<file path="config.mk">
export PLATFORM = sky130hd
export DESIGN_NAME = vga_timing_gen
export DESIGN_NICKNAME = d
export VERILOG_FILES = /design/src/rtl/vga_timing_gen.sv
export SDC_FILE = /design/constraint.sdc
export NUM_CORES = 1
export LEC_CHECK = 0
export CAP_MARGIN = 20
export CORE_MARGIN = 10
export CORE_UTILIZATION = 40
export CTS_BUF_LIST = sky130_fd_sc_hd__clkbuf_2
export DETAILED_ROUTE_END_ITERATION = 10
export GPL_TIMING_DRIVEN = 0
export PLACE_DENSITY_LB_ADDON = 0.08
export SYNTH_ARGS = -nofsm -noshare
export SYNTH_HDL_FRONTEND = slang
export SYNTH_SLANG_ARGS = --single-unit
</file>
<file path="constraint.sdc">
create_clock -name clk -period 4.78 [get_ports clk]
set_clock_uncertainty 0.1 [all_clocks]
set_input_delay 0.717 -clock clk [delete_from_list [all_inputs] [get_ports clk]]
set_output_delay 0.717 -clock clk [all_outputs]
set_load 0.1 [all_outputs]
</file>
<file path="src/rtl/vga_timing_gen.sv">
// Parametrised VGA raster timing generator with frame-buffer latency compensation
// and a built-in test-pattern source.
module vga_timing_gen #(
  parameter int H_ACTIVE = 640,
  parameter int H_FP     = 16,
  parameter int H_SYNC   = 96,
  parameter int H_BP     = 48,
  parameter int V_ACTIVE = 480,
  parameter int V_FP     = 10,
  parameter int V_SYNC   = 2,
  parameter int V_BP     = 33,
  parameter int HS_POL   = 0,
  parameter int VS_POL   = 0,
  parameter int PIX_W    = 8,
  parameter int PIPE     = 2,
  localparam int H_TOTAL = H_ACTIVE + H_FP + H_SYNC + H_BP,
  localparam int V_TOTAL = V_ACTIVE + V_FP + V_SYNC + V_BP,
  localparam int X_W     = $clog2(H_TOTAL),
  localparam int Y_W     = $clog2(V_TOTAL)
) (
  input  logic             clk,
  input  logic             rst,
  input  logic             ce,
  input  logic [1:0]       mode,
  input  logic [PIX_W-1:0] pixel_in,
  output logic [X_W-1:0]   pos_x,
  output logic [Y_W-1:0]   pos_y,
  output logic             pix_req,
  output logic [PIX_W-1:0] pixel_out,
  output logic             hsync,
  output logic             vsync,
  output logic             de,
  output logic             frame_start,
  output logic             line_start
);

  localparam int HS_BEG = H_ACTIVE + H_FP;
  localparam int HS_END = HS_BEG + H_SYNC;
  localparam int VS_BEG = V_ACTIVE + V_FP;
  localparam int VS_END = VS_BEG + V_SYNC;
  localparam int XB_W   = X_W + 3;
  localparam logic HS_ON = (HS_POL != 0);
  localparam logic VS_ON = (VS_POL != 0);

  function automatic logic [PIX_W-1:0] bar_level(input int k);
    longint full;
    full = (longint'(1) << PIX_W) - 1;
    return PIX_W'((longint'(7 - k) * full) / 7);
  endfunction

  localparam logic [PIX_W-1:0] BAR_LUT [8] = '{
    bar_level(0), bar_level(1), bar_level(2), bar_level(3),
    bar_level(4), bar_level(5), bar_level(6), bar_level(7)
  };

  typedef struct packed {
    logic             active;
    logic             hs;
    logic             vs;
    logic             fflag;
    logic             lflag;
    logic [PIX_W-1:0] pat;
  } stage_t;

  logic [X_W-1:0] cx;
  logic [Y_W-1:0] cy;
  logic [X_W:0]   cx_w;
  logic [Y_W:0]   cy_w;
  logic [1:0]     mode_q;
  logic [1:0]     mode_eff;
  logic           first_px;
  logic [2:0]     bar_k;
  logic           cx5;
  logic           cy5;
  stage_t         s0;
  stage_t         pipe [PIPE];
  stage_t         last;

  assign cx_w     = {1'b0, cx};
  assign cy_w     = {1'b0, cy};
  assign first_px = (cx == '0) && (cy == '0);
  assign pos_x    = cx;
  assign pos_y    = cy;
  assign pix_req  = (cx_w < (X_W+1)'(H_ACTIVE)) && (cy_w < (Y_W+1)'(V_ACTIVE));

  always_ff @(posedge clk) begin
    if (rst) begin
      cx     <= '0;
      cy     <= '0;
      mode_q <= 2'd0;
    end else if (ce) begin
      if (first_px) mode_q <= mode;
      if (cx == X_W'(H_TOTAL - 1)) begin
        cx <= '0;
        if (cy == Y_W'(V_TOTAL - 1)) cy <= '0;
        else                         cy <= cy + Y_W'(1);
      end else begin
        cx <= cx + X_W'(1);
      end
    end
  end

  // Narrow rasters have no bit 5; the checker then degenerates to a flat field.
  if (X_W > 5) begin : g_cx5
    assign cx5 = cx[5];
  end else begin : g_cx5_none
    assign cx5 = 1'b0;
  end
  if (Y_W > 5) begin : g_cy5
    assign cy5 = cy[5];
  end else begin : g_cy5_none
    assign cy5 = 1'b0;
  end

  always_comb begin
    bar_k = 3'd0;
    for (int j = 1; j < 8; j++) begin
      if ({cx, 3'b000} >= XB_W'(j * H_ACTIVE)) bar_k = 3'(j);
    end
  end

  // The pattern for pixel (0,0) is computed in the same step mode_q loads,
  // so it must already follow the incoming mode.
  assign mode_eff = first_px ? mode : mode_q;

  always_comb begin
    s0        = '0;
    s0.active = pix_req;
    s0.hs     = (cx_w >= (X_W+1)'(HS_BEG)) && (cx_w < (X_W+1)'(HS_END));
    s0.vs     = (cy_w >= (Y_W+1)'(VS_BEG)) && (cy_w < (Y_W+1)'(VS_END));
    s0.fflag  = first_px;
    s0.lflag  = (cx == '0) && (cy_w < (Y_W+1)'(V_ACTIVE));
    case (mode_eff)
      2'd1:    s0.pat = BAR_LUT[bar_k];
      2'd2:    s0.pat = {PIX_W{cx5 ^ cy5}};
      default: s0.pat = '0;
    endcase
  end

  always_ff @(posedge clk) begin
    if (rst) begin
      for (int i = 0; i < PIPE; i++) pipe[i] <= '0;
    end else if (ce) begin
      pipe[0] <= s0;
      for (int i = 1; i < PIPE; i++) pipe[i] <= pipe[i-1];
    end
  end

  assign last = pipe[PIPE-1];

  // Strobes clear on every clk so they stay one clk wide under any ce duty cycle.
  always_ff @(posedge clk) begin
    if (rst) begin
      de          <= 1'b0;
      pixel_out   <= '0;
      hsync       <= ~HS_ON;
      vsync       <= ~VS_ON;
      frame_start <= 1'b0;
      line_start  <= 1'b0;
    end else begin
      frame_start <= 1'b0;
      line_start  <= 1'b0;
      if (ce) begin
        de          <= last.active;
        hsync       <= last.hs ? HS_ON : ~HS_ON;
        vsync       <= last.vs ? VS_ON : ~VS_ON;
        frame_start <= last.fflag;
        line_start  <= last.lflag;
        if (!last.active)        pixel_out <= '0;
        else if (mode_q == 2'd0) pixel_out <= pixel_in;
        else                     pixel_out <= last.pat;
      end
    end
  end

endmodule

</file>
Yosys cells after proc, flatten, opt, wreduce, memory -nomap -nowiden --
Memory sizes are Yosys's and may differ from the RTL's. Cells that the tools add are included.
Storage, ports and cells: flip-flop bits (word level) 35, memories kept 2, memory bits (read-only) 64, RAM bits 26
Cells by class: bitwise operators 5, reduce and logical (&&, ||, !) cells 10, $lt $le $gt $ge 14, muxes and demuxes 24, eq/ne operators 4, add/subtract/negate cells 2
Memory list:
- (name not given) | depth 8, width 8, rd ports 1, clocked after Yosys merged registers in 0, write ports 0, line 134 | 2'd1: s0.pat = BAR_LUT[bar_k];
- pipe | depth 2, width 13, rd ports 2, clocked after Yosys merged registers in 0, write ports 2, line 76 | stage_t pipe [PIPE];
Operators by type and width (count):
- greater-or-equal comparator 13 x 12 -> 1 bit, second input constant | 3
- 2-to-1 mux 8 bit | 4
- greater-or-equal comparator 13 x 11 -> 1 bit, second input constant | 2
- 2-to-1 mux 13 bit | 2
- adder 10 x 1 -> 10 bit, second input constant | 2
- == test 10 bit, second input constant | 2
- zero test 10 bit | 2
- < comparator 10 bit, second input constant | 2
- < comparator 10 x 9 -> 1 bit, second input constant | 2
- 2-to-1 mux 10 bit | 2
- 2-to-1 mux 3 bit | 6
- one-hot mux 8 bit (2 select lines) | 1
- greater-or-equal comparator 13 x 10 -> 1 bit, second input constant | 1
- greater-or-equal comparator 13 bit, second input constant | 1
- greater-or-equal comparator 10 bit, second input constant | 1
- greater-or-equal comparator 10 x 9 -> 1 bit, second input constant | 1
- 2-to-1 mux 1 bit | 8
- logical AND 1 bit | 5
- greater-or-equal comparator 4 bit, second input constant | 1
- NOT 3 -> 4 bit | 1
- == test 2 x 1 -> 1 bit, second input constant | 1
- == test 2 bit, second input constant | 1
- zero test 2 bit | 1
- 2-to-1 mux 2 bit | 1
- other kinds (5) | 6

Logic depth before layout (Yosys ltp) --
depth after elaboration 14, depth in mapped cells 11

Least setup slack after synthesis --
Ideal clock, no wire load.
path kind register -> output, from reg cx[8] (netlist: pos_x[8]), to out pix_req, required time 3.963 ns, data arrival time 2.471 ns, setup slack 1.492 ns, path buffers 1, cell stages (with the launch flop) 5, path through dfxtp_1 -> clkbuf_1 -> o21ai_0 -> nand2_1 -> nor2_1
Between the ends: longest elaborated chain between the ends 2
Ends and longest elaborated chain:
- start, declared | line 65 | logic [X_W-1:0] cx;
- start signal, assigned | line 98 | cx <= cx + X_W'(1);
- < comparator 10 bit | line 84 | assign pix_req = (cx_w < (X_W+1)'(H_ACTIVE)) && (cy_w < (Y_W+1)'(V_ACTIVE));
- logical AND 1 bit | line 84
- end, declared | line 28 | output logic pix_req,
No other way between the ends.

Worst setup path after layout --
Same ends and word-level chain as after synthesis.

==> results.cfg <==
[cts]
ctsHoldBuffers = 0
cts_buffers = 5
path_clk_slew_ns = 0.28
clk_root_buffer_cell = clkbuf_2
ctsResizeCount = 0
clock_latency_ns = 0.44
cts_tree = done
clockBufferDepth = 2
postCtsSetupRepairBufs = 0
htreeDepth = 2
cts_sinks = 55

[setup_path]
critical_path_required_ns = 3.96
reg2reg_setup_slack_ns = 1.70
reg2reg_to = pipe[0][5]$_SDFFCE_PN0P_
critical-path-max-stage-delay_ns = 1.15
slowest_stage = clkdlybuf4s50_1
cp-start-kind = flop
r2r-start = pos_y[0]$_SDFFE_PP0P_
cp_max_fo = 10
worstPathCellList = clkbuf_1 > o21ai_0 > nand2_1 > nor2_1 > clkdlybuf4s50_1
arrival_ns = 2.73
worstSetupStartpoint = pos_x[8]$_SDFFE_PP0P_
cp-endpoint = pix_req
reg2regPathDepth = 10
worstSetupPathType = reg2out
end_kind = primary output

[power]
power_mw = 0.864
p_per_area_nw_per_um2 = 257
p_leak_nw = 1.22
ir_worst_vdd_mv = 0.105

[placement]
place_inst = 414
hpwlAfterDp_um = 4580
gp_routability_congestion = 0.816
dp_slack_ns = 1.63
portBuffers = 46
place_area_um2 = 3290

[cells_and_area]
final_cell_mix = 46 x clkdlybuf4s50_1, 35 x dfxtp_1, 25 x nand2_1
area_growth_syn_to_layout_pct = 23.0
fin_area_um2 = 3360
multiInputGateArea_um2 = 1330
instances_no_fill = 422
nets = 363
layout-drive-gt1-share = 0.0409
nFillCells = 647
register_area_um2 = 1300
layout_commonest_cell = clkdlybuf4s50_1
antennaDiodeCount = 0

[logic_synthesis]
synth_fp_nets = 310
ys_seq_elements = 55
ys_seq_area_frac = 0.477
yosysTopAreaCell = dfxtp_1
synth_top_area_share = 0.257
avgSynthCellArea_um2 = 9.48
synth_cell_type_count = 45
async_flop_share = 0
netlist_instances = 288
netlist_area_um2 = 2730
synth_area_leaders = dfxtp_1 26%, edfxtp_1 22%, ha_1 4.1%, a21oi_1 3.5%, nand2_1 3.4%
synth_top_flop_cell = dfxtp_1
synth_edf_count = 20
yosys_warnings = 0

[detailed_routing]
antenna_left = 0
drt_iter0_markers = 115
first_pass_iters = 4
viasPerCell = 5.18
drt_wl_total_um = 6140
route.detailed.drc = 0
vias = 2187
wl_per_cell_um = 14.5

[die]
core_region_area_um2 = 6720
initial_utilization = 0.406
die-area_um2 = 10500
die_x_um = 103
rows = 30
die_h_um = 103
num_io_pins = 47

[sta]
fin_ws_ns = 1.23
worst_pin_slew_ns = 0.983
rsz0062_at_grt = no
finalHoldViolations = 0
clock.fmax_mhz = 282
setup_tns_ns = 0
setup_viol = 0
post-route-period-util = 0.743
drv_slew = 0
slew_headroom = 0.343
fin_crit_ns = 3.55

[global_route]
busiest_layer = met2
first_global_vias = 1952
gr-total-overflow = 0
track_usage = 0.116
antenna_found_initial = 0
use_met2 = 0.183
grt_max_degree = 21
grtUsageMet1 = 0.152
grt_first_pass_wirelength_um = 9920
gr-usage-met3 = 0.0349

[job]
drv_cap = 0

[run_status]
outcome = finished clean

[worst_hold_path]
hold_class = reg2reg
-- final cells by class --
type,count,area share
repair buffers,46,0.137
plain buffers,15,0.0194
clock inverters,2,0.0112
flip-flops and latches,55,0.387
well taps,80,0.0298
inverters,9,0.0101
multi-input cells,209,0.396
clock buffers,6,0.00894
-- where the power goes --
group / total [mW] / switching [mW] / internal (mW)
Clock: 0.240 / 0.149 / 0.0902
Combinational: 0.113 / 0.0738 / 0.0395
Sequential: 0.511 / 0.00675 / 0.504
-- per-stage QoR --
stage | utilization | hold slack, ns
after floorplan | - | 0.320
after global placement | 0.490 | 0.328
after detailed placement | 0.490 | 0.334
after CTS | 0.500 | 0.363
after global routing | 0.500 | 0.394
final | 0.500 | 0.359
-- layer usage --
metal,up-vias,part of all wire,wire length (um)
li1,1135,-,-
met4,0,0.0096,59
met5,-,0,0
met2,39,0.44,2720
met1,1007,0.48,2960
met3,6,0.066,405
-- sequential cells by signal, indices dropped and copies added, names as in the netlist --
signal       count
pipe            20
hsync            1
pos_y           10
pixel_out        8
frame_start      1
mode_q           2
vsync            1
line_start       1
de               1
pos_x           10
-- how the worst min path moves through the flow --
stage                                    from                     end  cells after the start
detailed placement            de$_SDFFE_PP0P_         de$_SDFFE_PP0P_                      2
global placement    pipe[0][21]$_SDFFCE_PN0P_   line_start$_SDFF_PN0_                      1
floorplan           pipe[0][22]$_SDFFCE_PN0P_  frame_start$_SDFF_PN0_                      1
global route                  de$_SDFFE_PP0P_         de$_SDFFE_PP0P_                      2
CTS                           de$_SDFFE_PP0P_         de$_SDFFE_PP0P_                      2
finish                        de$_SDFFE_PP0P_         de$_SDFFE_PP0P_                      2
-- logic make-up after synthesis --
kind of cell	Yosys count	synth area share
simple gates	130	0.266
flops	55	0.477
compound gates	49	0.107
buf+inv	24	0.0362
xor+xnor	12	0.0385
mux	9	0.0339
fa+ha+maj	9	0.0412
-- critical path, delay by kind of cell, from the launching register on --
kind / cells / cell delay (ns)
buffers and inverters: 2 / 1.39
DFF: 1 / 0.40
AOI/OAI and AO/OA: 1 / 0.27
and+or+nand+nor: 2 / 0.24
-- synthesized netlist by cell type (4+ instances only) --
library cell	number
nor4_1	4
nor2_1	22
nand2_1	25
xnor2_1	6
edfxtp_1	20
nand4_1	6
xor2_1	6
nor3_1	8
and2_1	13
o31ai_1	4
a21oi_1	19
o21ai_0	15
mux2i_1	7
clkbuf_1	12
inv_1	9
or4_1	4
nand3_1	10
ha_1	9
nor2b_1	6
dfxtp_1	35
nand2b_1	11
Note: power is estimated with default switching activity, not from simulation.
